## src/rtl/tl_ul_rr_arbiter.sv

```systemverilog
// Two-requester TL-UL arbiter: round-robin A grant with stall lock, source-tagged
// D routing, per-requester outstanding cap and a sticky unexpected-D flag.
module tl_ul_rr_arbiter #(
  parameter int SRC_W   = 2,
  parameter int MAX_OUT = 4
) (
  input  logic               clock,
  input  logic               reset,

  input  logic               in0_a_valid,
  output logic               in0_a_ready,
  input  logic [2:0]         in0_a_opcode,
  input  logic [2:0]         in0_a_param,
  input  logic [3:0]         in0_a_size,
  input  logic [SRC_W-1:0]   in0_a_source,
  input  logic [31:0]        in0_a_address,
  input  logic [3:0]         in0_a_mask,
  input  logic [31:0]        in0_a_data,
  output logic               in0_d_valid,
  input  logic               in0_d_ready,
  output logic [2:0]         in0_d_opcode,
  output logic [3:0]         in0_d_size,
  output logic [SRC_W-1:0]   in0_d_source,
  output logic               in0_d_denied,
  output logic [31:0]        in0_d_data,

  input  logic               in1_a_valid,
  output logic               in1_a_ready,
  input  logic [2:0]         in1_a_opcode,
  input  logic [2:0]         in1_a_param,
  input  logic [3:0]         in1_a_size,
  input  logic [SRC_W-1:0]   in1_a_source,
  input  logic [31:0]        in1_a_address,
  input  logic [3:0]         in1_a_mask,
  input  logic [31:0]        in1_a_data,
  output logic               in1_d_valid,
  input  logic               in1_d_ready,
  output logic [2:0]         in1_d_opcode,
  output logic [3:0]         in1_d_size,
  output logic [SRC_W-1:0]   in1_d_source,
  output logic               in1_d_denied,
  output logic [31:0]        in1_d_data,

  output logic               out_a_valid,
  input  logic               out_a_ready,
  output logic [2:0]         out_a_opcode,
  output logic [2:0]         out_a_param,
  output logic [3:0]         out_a_size,
  output logic [SRC_W:0]     out_a_source,
  output logic [31:0]        out_a_address,
  output logic [3:0]         out_a_mask,
  output logic [31:0]        out_a_data,
  input  logic               out_d_valid,
  output logic               out_d_ready,
  input  logic [2:0]         out_d_opcode,
  input  logic [3:0]         out_d_size,
  input  logic [SRC_W:0]     out_d_source,
  input  logic               out_d_denied,
  input  logic [31:0]        out_d_data,

  output logic               err_unexpected_d
);

  localparam int CW = $clog2(MAX_OUT + 1);
  localparam logic [CW-1:0] MAX_CNT = CW'(MAX_OUT);

  logic          prio, lock_valid, lock_idx, err;
  logic [CW-1:0] cnt0, cnt1, cnt0_nxt, cnt1_nxt;
  logic          elig0, elig1, grant, elig_grant;
  logic          a_fire, d_tag, d_fire, d_unexpected;

  function automatic logic [CW-1:0] cnt_next(input logic [CW-1:0] c,
                                             input logic a, input logic d);
    logic [CW-1:0] r;
    r = c;
    if (a && !d)
      r = c + CW'(1);
    else if (d && !a && c != '0)
      r = c - CW'(1);
    return r;
  endfunction

  // Eligibility uses the registered counts, so a same-cycle D never unblocks a capped requester.
  always_comb begin
    elig0 = in0_a_valid & (cnt0 < MAX_CNT);
    elig1 = in1_a_valid & (cnt1 < MAX_CNT);
    if (lock_valid)
      grant = lock_idx;
    else if (elig0 & elig1)
      grant = prio;
    else
      grant = elig1;
    elig_grant = grant ? elig1 : elig0;
  end

  assign out_a_valid   = elig_grant & ~reset;
  assign in0_a_ready   = out_a_ready & ~grant & elig0 & ~reset;
  assign in1_a_ready   = out_a_ready &  grant & elig1 & ~reset;
  assign out_a_opcode  = grant ? in1_a_opcode  : in0_a_opcode;
  assign out_a_param   = grant ? in1_a_param   : in0_a_param;
  assign out_a_size    = grant ? in1_a_size    : in0_a_size;
  assign out_a_source  = {grant, (grant ? in1_a_source : in0_a_source)};
  assign out_a_address = grant ? in1_a_address : in0_a_address;
  assign out_a_mask    = grant ? in1_a_mask    : in0_a_mask;
  assign out_a_data    = grant ? in1_a_data    : in0_a_data;
  assign a_fire        = out_a_valid & out_a_ready;

  assign d_tag        = out_d_source[SRC_W];
  assign in0_d_valid  = out_d_valid & ~d_tag & ~reset;
  assign in1_d_valid  = out_d_valid &  d_tag & ~reset;
  assign out_d_ready  = (d_tag ? in1_d_ready : in0_d_ready) & ~reset;
  assign d_fire       = out_d_valid & out_d_ready;
  assign d_unexpected = d_fire & ((d_tag ? cnt1 : cnt0) == '0);

  assign in0_d_opcode = out_d_opcode;
  assign in0_d_size   = out_d_size;
  assign in0_d_source = out_d_source[SRC_W-1:0];
  assign in0_d_denied = out_d_denied;
  assign in0_d_data   = out_d_data;
  assign in1_d_opcode = out_d_opcode;
  assign in1_d_size   = out_d_size;
  assign in1_d_source = out_d_source[SRC_W-1:0];
  assign in1_d_denied = out_d_denied;
  assign in1_d_data   = out_d_data;

  always_comb begin
    cnt0_nxt = cnt_next(cnt0, a_fire & ~grant, d_fire & ~d_tag);
    cnt1_nxt = cnt_next(cnt1, a_fire &  grant, d_fire &  d_tag);
  end

  always_ff @(posedge clock) begin
    if (reset) begin
      prio       <= 1'b0;
      lock_valid <= 1'b0;
      lock_idx   <= 1'b0;
      cnt0       <= '0;
      cnt1       <= '0;
      err        <= 1'b0;
    end else begin
      // Hold the grant across a stall so the presented beat stays stable.
      lock_valid <= out_a_valid & ~out_a_ready;
      lock_idx   <= grant;
      if (a_fire)
        prio <= ~grant;
      cnt0 <= cnt0_nxt;
      cnt1 <= cnt1_nxt;
      if (d_unexpected)
        err <= 1'b1;
    end
  end

  assign err_unexpected_d = err;

endmodule

```

## config.mk

```make
export PLATFORM = sky130hd
export DESIGN_NAME = tl_ul_rr_arbiter
export DESIGN_NICKNAME = d
export VERILOG_FILES = /design/src/rtl/tl_ul_rr_arbiter.sv
export SDC_FILE = /design/constraint.sdc
export NUM_CORES = 1
export LEC_CHECK = 0
export ABC_AREA = 1
export CORE_AREA = 4 4 147 149
export CTS_CLUSTER_SIZE = 10
export DETAILED_ROUTE_END_ITERATION = 12
export DIE_AREA = 0 0 151 153
export GPL_ROUTABILITY_DRIVEN = 0
export GPL_TIMING_DRIVEN = 0
export MAX_ROUTING_LAYER = met4
export PLACE_DENSITY = 0.5
export SYNTH_ARGS = -nofsm -noshare
export SYNTH_HDL_FRONTEND = slang
export SYNTH_SLANG_ARGS = --single-unit
```

## constraint.sdc

```tcl
create_clock -name clock -period 4.35 [get_ports clock]
set_input_delay 1.305 -clock clock [delete_from_list [all_inputs] [get_ports clock]]
set_output_delay 1.305 -clock clock [all_outputs]
set_load 0.05 [all_outputs]
```

# Word level (Yosys, flattened, before mapping)
# Index checks and enable logic that the tools add are counted.
# totals
reg_bits	10
inputBits	211
elab_cells	70
# op_classes
n_addsub	4
order_cmp	2
muxes	16
bitwise_logic	27
reduce_logical	15
# ops
op	count
32-bit 2-to-1 mux	2
1-bit AND	23
3-bit 2-to-1 mux	7
4-bit 2-to-1 mux	2
3-bit by 1-bit adder with 3-bit output, second input constant	2
1-bit logical AND	6
3-bit < comparator, second input constant	2
3-bit nonzero test	2
3-bit by 1-bit subtractor with 3-bit output, second input constant	2
1-bit zero test	4
1-bit 2-to-1 mux	4
1-bit inverter	4
2-bit nonzero test	2
3-bit zero test	1
2-bit 2-to-1 mux	1

# Depth between registers and ports, before layout
# logic_depth
ltp_word	14
ltp_mapped	14
ltp_nobuf	14

# Worst setup path before layout
# OpenSTA, ideal clock, no wires.
# synth_timing
path_kind	input port to output port
from	in reset
to	out in0_d_valid
t_arrival_ps	2533
required_time_ps	3045
setup_slack_ps	512
cell_stages	2
n_path_buf	1
path_cell_list	buf_6 nor3_1
# synth_between
elab_chain_cells	2
# synth_lines
element	line	source
from (decl)	8	input logic reset,
1-bit inverter	109	assign in0_d_valid = out_d_valid & ~d_tag & ~reset;
1-bit AND	109	
to (decl)	19	output logic in0_d_valid,
# Every way passes these cells.

# Worst setup path after layout
# layout_timing
from	in in1_a_valid
to	out out_a_address[0]
# layout_between
elab_chain_cells	5
# layout_lines
element	line	source
from (decl)	27	input logic in1_a_valid,
1-bit AND *	86	elig1 = in1_a_valid & (cnt1 < MAX_CNT);
1-bit AND	89	else if (elig0 & elig1)
1-bit 2-to-1 mux *	89	
1-bit 2-to-1 mux *	87	if (lock_valid)
32-bit 2-to-1 mux *	103	assign out_a_address = grant ? in1_a_address : in0_a_address;
to (decl)	50	output logic [31:0] out_a_address,
# Every way passes the cells marked *; elsewhere a longest branch is shown, timed or not.

==> results.yml <==
global_route:
  grt_pass1_vias: 3670
  gr-total-overflow: 0
  grt_util_all_layers_pct: 11.7
  antenna_found_initial: 0
  grt_max_degree: 11
  grt_pass1_wl_mm: 20.5
critical_path:
  crit_family: "buffers and inverters"
  crit_end: "out_a_address[0]"
  setup.worst_path.class: "input pin to output pin"
  cp.required_ns: 3.04
  critPathMaxStageDelay_ns: 0.51
  crit_cells: 10
  crit_chain: "clkdlybuf4s50_1 -> nand2_4 -> nor2_4 -> nand2_2 -> nand2_4 -> buf_8 -> buf_4 -> nand2_1 -> nand2_1 -> buf_4"
  rrSetupSlack_ns: 2.49
  regToRegEndpoint: "cnt1[2]"
  worst_setup_path_end_kind: "output pin"
  worstPathMaxFanout: 10
  critical_path.startpoint: "in1_a_valid"
  reg2reg_from: "cnt1[2]"
  startpoint_type: "input pin"
  cp_slowest_cell: "clkdlybuf4s50_1"
  crit_arrival_ns: 2.98
  path_buf_inv: 4
  reg2reg_depth: 13
clocking:
  cts_sinks: 10
  clockRootBuffer: "clkbuf_16"
  cts_made_buffers: 3
  htree_levels: 1
  cts_tree: "done"
  clk_pin_slew_ns: 0.04
  clockBufferDepth: 2
  cts_hold_buffers: 0
  cts_setup_buffers: 0
  clock_latency_ns: 0.23
detailed_routing:
  wirelength_mm: 14.3
  via_per_inst: 3.46
  drt_iter0_drc: 86
  ant_nets: 0
  wl_per_cell_um: 13.6
  drc: 0
  first_pass_iters: 4
  num_vias: 3629
cells_and_area:
  antenna_cells: 0
  layout.cells.non_filler: 1048
  fin_area_mm2: 0.00592
  synthToLayoutAreaGrowth_pct: 151
  fillerInstances: 2256
  finalCoreUtilization_pct: 29.4
  drive_gt1_share_pct: 27.8
  fin_nets: 993
timing:
  fin_crit_sh_pct: 98.4
  rsz0062_at_grt: "true"
  setup_viol: 0
  slew_violations: 0
  fmax_mhz: 234
  holdWs_ns: 0.458
  finalClockSkew_ns: 0.00267
  final.min_clock_period_ns: 4.28
  hold_violations: 0
  relSlewSlack_pct: 63.8
  tightest_slew_ns: 0.541
power_and_ir_drop:
  leakagePower_nw: 2.94
  p_per_area_mw_per_mm2: 230
  ir_drop_mv: 0.102
yosys:
  synth-seq-cells: 10
  yosys.cell_types.count: 23
  syn_inst: 436
  synth_area_mm2: 0.00236
  ys_warn_count: 0
  avgSynthCellArea_um2: 5.40
  syn_nets: 649
  ys_seq_area_share_pct: 8.50
die:
  dieArea_mm2: 0.0231
  num_rows: 52
  die_h_um: 153
  core_area_mm2: 0.0202
  start_util_pct: 11.7
  pin_count: 383
  die_w_um: 151
placed_design:
  io_buffers: 339
  dp_hpwl_mm: 12.7
  dpl_cell_area_mm2: 0.00609
  dp.cells: 1045
min_path:
  min_path_type: "register to register"
job:
  max-cap-violations: 0
status:
  status: "finished clean"
==> through the flow <==
| step | setup slack, ns | setup TNS, ns | total power (W) |
|---|---|---|---|
| detailed placement | -0.831 | -47.05 | 0.00126 |
| global route | -0.0204 | -0.0923 | 0.00143 |
| CTS | -0.0425 | -0.158 | 0.00136 |
| floorplan | 0.512 | 0 | 0.000790 |
| finish | 0.0696 | 0 | 0.00136 |
| global placement | -0.847 | -48.84 | 0.00127 |
==> where the power goes <==
part | internal [W] | total (W) | switching, W | leakage (nW)
clock | 0.000119 | 0.000158 | 0.0000390 | 0.0370
combinational | 0.000404 | 0.00110 | 0.000700 | 2.82
sequential | 0.0000967 | 0.000100 | 0.00000333 | 0.0814
total | 0.000620 | 0.00136 | 0.000742 | 2.94
==> metal layers <==
metal | global-route usage [%] | wire (um)
met4 | 2.50 | 285
met5 | - | 0
met2 | 22.2 | 7520
met1 | 12.6 | 5240
met3 | 1.84 | 1250
==> synthesized netlist by cell type <==
cell | n | area (um2)
nand2_1 | 253 | 950
buf_4 | 86 | 646
buf_2 | 15 | 75.1
nand3_1 | 11 | 55.1
dfxtp_1 | 10 | 200
inv_1 | 9 | 33.8
nand2_2 | 8 | 50.1
a21oi_1 | 6 | 30.0
nor2_1 | 6 | 22.5
nand2_4 | 5 | 56.3
inv_2 | 4 | 15.0
nor3_1 | 4 | 20.0
nor2_2 | 3 | 18.8
nor2_4 | 3 | 33.8
a21oi_2 | 2 | 17.5
buf_6 | 2 | 22.5
fa_1 | 2 | 40.0
nand4_1 | 2 | 12.5
inv_8 | 1 | 11.3
nand4_2 | 1 | 12.5
nand4_4 | 1 | 21.3
o21a_1 | 1 | 7.51
o21ai_0 | 1 | 5.00
==> what timing repair did <==
item,4_1_cts,5_1_grt
setup endpoints to repair,85,72
gates resized for setup,445,34
pin swaps,0,0
==> worst reg2reg max path, cell delays in order, from the launching register on <==
cell	delay (ns)
dfxtp_1	0.31
inv_2	0.09
nand2_4	0.07
nor2_4	0.08
nand2_2	0.07
nand2_4	0.13
nand2_4	0.08
inv_1	0.09
nand2_2	0.09
fa_1	0.39
inv_1	0.07
nand3_1	0.09
a21oi_1	0.14
nor2_1	0.06
==> worst min path at each step <==
stage,startpoint,endpoint,depth (start not counted)
finish,prio,prio,2
global route,prio,prio,2
CTS,prio,prio,2
detailed placement,prio,prio,2
global placement,prio,prio,2
floorplan,prio,prio,2
==> placed cells by master, fill, tap and decap left out, drive strengths merged <==
| master | n |
|---|---|
| dlymetal6s2s | 1 |
| a21oi | 8 |
| nor2 | 12 |
| clkdlybuf4s50 | 253 |
| fa | 2 |
| nor3 | 4 |
| clkbuf | 24 |
| buf | 163 |
| o21ai | 1 |
| nand2 | 266 |
| o21a | 1 |
| dlygate4sd2 | 3 |
| inv | 14 |
| clkdlybuf4s15 | 1 |
| nand4 | 4 |
| dfxtp | 10 |
| nand3 | 11 |
==> sequential cells by signal, indices dropped and copies added (netlist names) <==
register	flops
err_unexpected_d	1
prio	1
cnt0	3
lock_valid	1
lock_idx	1
cnt1	3
==> kinds of logic after synthesis <==
group           count (synthesis)  share of synthesized area (%)
flops                          10                           8.50
buf+inv                       117                           34.1
simple gates                  297                           53.2
fa+ha+maj                       2                           1.70
compound gates                 10                           2.55
==> area by class of cell <==
cell class	instances	area (um2)	share of cell area [%]
plain buffers	103	778	13.1
inverters	14	62.6	1.06
flip-flops and latches	10	200	3.38
clock buffers	3	75.1	1.27
well taps	270	338	5.70
repair buffers	339	3120	52.6
multi-input cells	309	1350	22.8
No activity file was read; power rests on OpenSTA's default activity.
